`src/rtl/rf_multiport.sv`:
```
// rf_multiport: multi-port register file with a hardware clear sequencer and two priority write ports.
// Same-cycle write-to-read forwarding is enabled by defining RF_MULTIPORT_BYPASS_EN.
module rf_multiport #(
  parameter int XLEN  = 64,
  parameter int NREGS = 32,
  parameter int AW    = $clog2(NREGS),
  parameter int NRD   = 2
) (
  input  logic                clk,
  input  logic                rst,
  input  logic                clr_req,
  output logic                busy,
  input  logic                we0,
  input  logic [AW-1:0]       waddr0,
  input  logic [XLEN-1:0]     wdata0,
  input  logic                we1,
  input  logic [AW-1:0]       waddr1,
  input  logic [XLEN-1:0]     wdata1,
  input  logic [NRD*AW-1:0]   raddr,
  output logic [NRD*XLEN-1:0] rdata
);

  typedef enum logic {
    CLEAR = 1'b0,
    IDLE  = 1'b1
  } state_t;

  localparam logic [AW-1:0]   LAST_IDX  = AW'(NREGS - 1);
  localparam logic [AW-1:0]   ZERO_ADDR = {AW{1'b0}};
  localparam logic [AW-1:0]   ONE_ADDR  = {{(AW-1){1'b0}}, 1'b1};
  localparam logic [XLEN-1:0] ZERO_DATA = {XLEN{1'b0}};

  state_t          state_r;
  logic [AW-1:0]   ccnt_r;
  logic [XLEN-1:0] mem_r [NREGS];
  logic            wr0_s;
  logic            wr1_s;

  // Qualified write strobes: the clear sequencer owns the array while busy, and x0 never takes a write.
  assign wr0_s = we0 && !busy && (waddr0 != ZERO_ADDR);
  assign wr1_s = we1 && !busy && (waddr1 != ZERO_ADDR);

  // Clear sequencer: walks every index once after reset or a sampled clr_req, busy tracks CLEAR.
  always_ff @(posedge clk or posedge rst) begin
    if (rst) begin
      state_r <= CLEAR;
      ccnt_r  <= ZERO_ADDR;
      busy    <= 1'b1;
    end else begin
      case (state_r)
        CLEAR: begin
          ccnt_r <= ccnt_r + ONE_ADDR;
          if (ccnt_r == LAST_IDX) begin
            state_r <= IDLE;
            busy    <= 1'b0;
          end else begin
            state_r <= CLEAR;
            busy    <= 1'b1;
          end
        end
        IDLE: begin
          if (clr_req) begin
            state_r <= CLEAR;
            ccnt_r  <= ZERO_ADDR;
            busy    <= 1'b1;
          end else begin
            state_r <= IDLE;
            busy    <= 1'b0;
          end
        end
        default: begin
          state_r <= CLEAR;
          ccnt_r  <= ZERO_ADDR;
          busy    <= 1'b1;
        end
      endcase
    end
  end

  // Array update: port 1 is assigned last so it wins a same-address collision.
  always_ff @(posedge clk) begin
    if (busy) begin
      mem_r[ccnt_r] <= ZERO_DATA;
    end else begin
      if (wr0_s) begin
        mem_r[waddr0] <= wdata0;
      end
      if (wr1_s) begin
        mem_r[waddr1] <= wdata1;
      end
    end
  end

  for (genvar k = 0; k < NRD; k++) begin : g_rd
    logic [AW-1:0]   addr_s;
    logic [XLEN-1:0] data_s;

    assign addr_s = raddr[k*AW +: AW];

    // Read mux: busy and x0 force zero; optional forwarding prefers port 1 over port 0.
    always_comb begin
      data_s = ZERO_DATA;
      if (busy || (addr_s == ZERO_ADDR)) begin
        data_s = ZERO_DATA;
`ifdef RF_MULTIPORT_BYPASS_EN
      end else if (wr1_s && (waddr1 == addr_s)) begin
        data_s = wdata1;
      end else if (wr0_s && (waddr0 == addr_s)) begin
        data_s = wdata0;
`endif
      end else begin
        data_s = mem_r[addr_s];
      end
    end

    assign rdata[k*XLEN +: XLEN] = data_s;
  end

endmodule

```
`config.mk`:
```
export PLATFORM = sky130hd
export DESIGN_NAME = rf_multiport
export DESIGN_NICKNAME = d
export VERILOG_FILES = /design/src/rtl/rf_multiport.sv
export SDC_FILE = /design/constraint.sdc
export NUM_CORES = 2
export LEC_CHECK = 0
export CELL_PAD_IN_SITES_DETAIL_PLACEMENT = 0
export CELL_PAD_IN_SITES_GLOBAL_PLACEMENT = 1
export CORE_ASPECT_RATIO = 0.8
export CORE_MARGIN = 1.5
export CORE_UTILIZATION = 35
export CTS_CLUSTER_DIAMETER = 80
export CTS_CLUSTER_SIZE = 30
export DETAILED_ROUTE_END_ITERATION = 16
export GPL_TIMING_DRIVEN = 0
export HOLD_SLACK_MARGIN = 0.08
export PLACE_DENSITY_LB_ADDON = 0.1
export SLEW_MARGIN = 0
export SYNTH_ARGS = -nofsm -noshare
export SYNTH_HDL_FRONTEND = slang
export SYNTH_SLANG_ARGS = --single-unit
```
`constraint.sdc`:
```
create_clock -name clk -period 10.6 [get_ports clk]
set_input_delay 1.06 -clock clk [delete_from_list [all_inputs] [get_ports clk]]
set_output_delay 1.06 -clock clk [all_outputs]
set_load 0.01 [all_outputs]
```
== Word level (Yosys, flattened, before mapping) ==
Memory sizes are Yosys's and may differ from the RTL's.
Cells that the tools add are included.

* Add/subtract/negate cells: 1
* Muxes and demuxes: 21
* Eq/ne operators: 2
* Reduce and logical (&&, ||, !) cells: 12
* Bitwise logic cells: 1

{| class="wikitable"
|+ Operators by type and width
! kind !! number
|-
| $mux W64 || 3
|-
| $reduce_or A64 Y1 || 1
|-
| $mux W1 || 13
|-
| $logic_not A5 Y1 || 2
|-
| $mux W5 || 2
|-
| $pmux W5 S2 || 1
|-
| $reduce_bool A5 Y1 || 2
|-
| $add A5 B1 Y5 const B || 1
|-
| $eq A5 B5 Y1 const B || 1
|-
| $logic_and A1 B1 Y1 || 4
|-
| $pmux W1 S2 || 2
|-
| $logic_or A1 B1 Y1 || 2
|-
| $ne A2 B2 Y1 const B || 1
|-
| $logic_not A1 Y1 || 1
|-
| $not A1 Y1 || 1
|}

* Memories: 1
* Register bits: 7
* Input bits: 153
* RAM bits: 2048

{| class="wikitable"
|+ Memories
! name !! words !! width !! read ports !! clocked after memory_dff !! wr ports !! line !! text
|-
| mem_r || 32 || 64 || 2 || 0 || 2 || 35 || <nowiki>logic [XLEN-1:0] mem_r [NREGS];</nowiki>
|}

== Depth between registers and ports, before layout ==
* Depth after elaboration: 8
* Mapped depth: 8
* Mapped depth without buffers: 5

== Least setup slack after synthesis ==
OpenSTA, ideal clock, no wires.

* Path type: input -> register
* Start: in waddr0[2]
* End: mem mem_r[17][0], enable pin
* Setup slack: 5.034 ns
* Data required time: 10.101 ns
* Arrival: 5.067 ns
* Stages on the path: 5
* Setup time: 0.499 ns
* Cells stage by stage: nor3_1 > a21oi_2 > buf_2 > o32a_1 > o21bai_1

{| class="wikitable"
|+ RTL lines
! what !! line !! text
|-
| start, declared || 14 || <nowiki>input logic [AW-1:0] waddr0,</nowiki>
|-
| end, declared || 35 ||
|}

== Worst setup path after layout ==
* Start: in raddr[5]
* End: out rdata[116]

* Word-level cells in the longest chain between the ends: 3
* Elaborated cells between the ends (all ways): 4
* Classes of those cells: mux: 1; reduce/logical: 2; memory: 1

{| class="wikitable"
|+ Ends and longest elaborated chain
! what !! line !! text
|-
| start, declared || 19 || <nowiki>input logic [NRD*AW-1:0] raddr,</nowiki>
|-
| parallel branches: the longest is 2 deep, another holds $mem_v2 Z32 W64 || n/a ||
|-
| $mux W64 * || 103 || <nowiki>if (busy || (addr_s == ZERO_ADDR)) begin</nowiki>
|-
| end, declared || 20 || <nowiki>output logic [NRD*XLEN-1:0] rdata</nowiki>
|}

Every way passes the cells marked *.

==> results.sh <==
export IMPL_status="finished with violations"
export IMPL_violations="max-capacitance violations, max-slew violations"
export IMPL_areaGrowthSynthToFinish_pct=14.0
export IMPL_endpoint_kind="output port"
export IMPL_holdBufCountCts=0
export IMPL_grt_overflow=0
export IMPL_die_h_um=516
export IMPL_drt_initial_drc_count=15700
export IMPL_die_x_um=645
export IMPL_dpl_hpwl_um=453000
export IMPL_ir_drop_mv=0.134
export IMPL_io_buffers=275
export IMPL_routed_wire_length_per_instance_um=39.6
export IMPL_grt_max_degree=30
export IMPL_dieArea_um2=333000
export IMPL_grt_pass1_wl_um=788000
export IMPL_fin_skew_ps=63.6
export IMPL_synth_cells=9854
export IMPL_cts_sinks=2055
export IMPL_synth_seq_cells=2055
export IMPL_syn_cell_area_um2=115000
export IMPL_layout_cells_non_filler=14900
export IMPL_synth_nets=10000
export IMPL_drc=0
export IMPL_clockBufferDepth=4
export IMPL_htreeDepth=4
export IMPL_leakagePower_nw=42.7
export IMPL_min_period_ps=6960
export IMPL_worst_setup_path_type="primary input to output port"
export IMPL_cts_inserted_buffers=144
export IMPL_async_reset_ff_frac=0.00341
export IMPL_finalWirelength_um=592000
export IMPL_drt_first_pass_iters=8
export IMPL_cts_root_buf="clkbuf_16"
export IMPL_start_util=0.352
export IMPL_hold_slack_ps=401
export IMPL_synth_edf_count=2048
export IMPL_ys_seq_area_frac=0.535
export IMPL_fin_crit_sh=0.657
export IMPL_crit_path_start_kind="primary input"
export IMPL_r2r_start="busy$_DFF_PP1_"
export IMPL_row_count=188
export IMPL_routed_via_count=96300
export IMPL_power_density_nw_per_um2=160
export IMPL_vias_per_cell=6.45
export IMPL_crit_start="raddr[5]"
export IMPL_fill_cells=31600
export IMPL_crit_required_ps=9540
export IMPL_synth_area_per_cell_um2=11.7
export IMPL_dp_cells=14600
export IMPL_grt_pass1_vias=90100
export IMPL_synth_ff_type="edfxtp_1"
export IMPL_r2r_cells=8
export IMPL_drive_above_1_share=0.164
export IMPL_antenna_found_initial=64
export IMPL_clkLatencyLatePin_ps=910
export IMPL_cp_arrival_ps=5900
export IMPL_cts_resized=0
export IMPL_timing_rr_end="mem_r[8][27]$_DFFE_PP_"
export IMPL_maxCapViolations=3
export IMPL_design_power_total_mw=21.0
export IMPL_relSlewSlack=-0.0199
export IMPL_max_freq_mhz=144
export IMPL_tritoncts="done"
export IMPL_worst_pin_slew_ps=1530
export IMPL_hold_viol_final=0
export IMPL_slew_violations=22
export IMPL_antenna_left=0
export IMPL_io_pins=282
export IMPL_ys_warn_count=0
export IMPL_crit_fanout=12
export IMPL_nNetsFinal=10500
export IMPL_post_cts_buffers=0
export IMPL_setup_viol=0
export IMPL_crit_end="rdata[116]"
export IMPL_rsz0062_at_grt="no"
export IMPL_hold_class="primary input to asynchronous set/reset pin"
export IMPL_synth_cell_types=51
export IMPL_path_clk_slew_ps=80
export IMPL_core_region_area_um2=328000
export IMPL_place_gp_congestion=0.923
export IMPL_grt_util_all_layers=0.346
export IMPL_regToRegSetupSlack_ps=5750
[how the worst min path moves through the flow]
stage / start / end / slack [ps]
after CTS: rst / state_r$_DFF_PP0_ / 370
after floorplan: state_r$_DFF_PP0_ / ccnt_r[0]$_DFFE_PP0P_ / 520
after detailed placement: state_r$_DFF_PP0_ / ccnt_r[3]$_DFFE_PP0P_ / 590
final: rst / state_r$_DFF_PP0_ / 400
after global placement: state_r$_DFF_PP0_ / ccnt_r[0]$_DFFE_PP0P_ / 570
after global routing: rst / state_r$_DFF_PP0_ / 410
[cell families (layout without fill, tap and decap cells)]
logic type	after synthesis	in the layout	synth area share
fa+ha+maj	2	2	0.000217
buf+inv	1301	1940	0.0496
compound gates	2680	2680	0.131
simple gates	2535	2535	0.0896
other cells	0	73	0
flops	2055	2055	0.535
mux	1281	1281	0.195
[cells in the final DEF (no fill, tap or decap), types with 9 or more instances in the layout]
cell | synthesis | layout
clkdlybuf4s50_1 | 0 | 275
clkinv_4 | 0 | 13
bufinv_16 | 0 | 11
o21ai_0 | 1984 | 1982
clkbuf_16 | 0 | 147
buf_12 | 0 | 96
buf_2 | 428 | 432
mux4_2 | 768 | 768
inv_6 | 0 | 20
inv_8 | 0 | 22
nor2_1 | 11 | 9
nand4_1 | 128 | 128
nand3_1 | 129 | 129
o21bai_4 | 0 | 31
diode_2 | 0 | 73
o21ai_1 | 8 | 10
a22o_1 | 129 | 129
mux2i_1 | 513 | 513
a31oi_1 | 129 | 129
edfxtp_1 | 2048 | 2048
clkbuf_2 | 0 | 26
buf_16 | 0 | 17
nand2_1 | 2189 | 2189
nor3_2 | 19 | 19
clkbuf_1 | 689 | 669
buf_1 | 36 | 32
nor3_1 | 14 | 14
clkinv_8 | 0 | 9
buf_4 | 77 | 77
inv_1 | 69 | 69
a22oi_1 | 384 | 384
[flip-flops by register name, summed over array words and instances, names as in the netlist]
| name | flops |
|---|---|
| mem_r | 2048 |
| state_r | 1 |
| busy | 1 |
| ccnt_r | 5 |
[per-stage QoR]
stage | instance area (µm²) | worst slack [ps] | util | TNS (ps)
final | 131000 | 3640 | 0.401 | 0
after global routing | 131000 | 3740 | 0.401 | 0
after detailed placement | 126000 | 3890 | 0.385 | 0
after floorplan | 115000 | 5030 | - | 0
after CTS | 131000 | 3890 | 0.400 | 0
after global placement | 124000 | -3200 | 0.377 | -2651020
[power by group]
part	total [mW]	leakage, nW	internal (mW)	switching [mW]
combinational	4.10	21.6	1.45	2.65
clock	6.46	2.40	2.97	3.49
sequential	10.4	18.7	10.0	0.405
[synthesized netlist by cell type (2+ instances only)]
| cell | count | area (µm²) |
|---|---|---|
| nor4_1 | 3 | 18.8 |
| buf_2 | 428 | 2140 |
| ha_1 | 2 | 25.0 |
| edfxtp_1 | 2048 | 61500 |
| nor3b_1 | 3 | 22.5 |
| buf_1 | 36 | 135 |
| nand4_1 | 128 | 801 |
| nand2b_1 | 7 | 43.8 |
| nor4b_1 | 2 | 17.5 |
| nor2b_1 | 6 | 37.5 |
| clkbuf_1 | 689 | 2590 |
| o31ai_1 | 2 | 15.0 |
| inv_1 | 69 | 259 |
| o21bai_1 | 31 | 233 |
| a21oi_1 | 2 | 10.0 |
| o21ai_0 | 1984 | 9930 |
| and2_1 | 4 | 25.0 |
| nor3_2 | 19 | 190 |
| o22ai_1 | 3 | 18.8 |
| nor4_2 | 2 | 25.0 |
| mux4_2 | 768 | 17300 |
| nor4bb_1 | 5 | 50.1 |
| nand3_1 | 129 | 646 |
| o32a_1 | 2 | 20.0 |
| mux2i_1 | 513 | 5130 |
| o2bb2ai_1 | 2 | 17.5 |
| a22o_1 | 129 | 1130 |
| nor2_2 | 3 | 18.8 |
| nor3_1 | 14 | 70.1 |
| buf_4 | 77 | 578 |
| and4b_1 | 2 | 20.0 |
| a31oi_1 | 129 | 807 |
| nor2_1 | 11 | 41.3 |
| o21ai_1 | 8 | 40.0 |
| a22oi_1 | 384 | 2880 |
| dfrtp_1 | 6 | 150 |
| buf_6 | 2 | 22.5 |
| nand2_1 | 2189 | 8220 |
[layout make-up]
class	instances	area, µm²	area share
Antenna cell	73	183	0.00139
Buffer	1232	5500	0.0418
Clock buffer	153	3700	0.0281
Clock inverter	98	1230	0.00936
Inverter	69	259	0.00197
Multi-Input combinational cell	6498	48300	0.368
Sequential cell	2055	61700	0.469
Tap cell	4370	5470	0.0416
Timing Repair Buffer	388	5140	0.0391
[layer usage]
metal  track usage  part of all wire
met5             0           0.00028
met4         0.135             0.041
met1         0.487              0.41
met3        0.0977              0.13
met2         0.504              0.42
[critical path: stages]
cell and delay, ps:
buf_2 570, buf_2 870, nor2b_1 210, buf_2 780, clkbuf_1 710, a22oi_1 180
a31oi_1 670, nand4_1 260, clkdlybuf4s50_1 540
(Power assumes the default switching activity.)
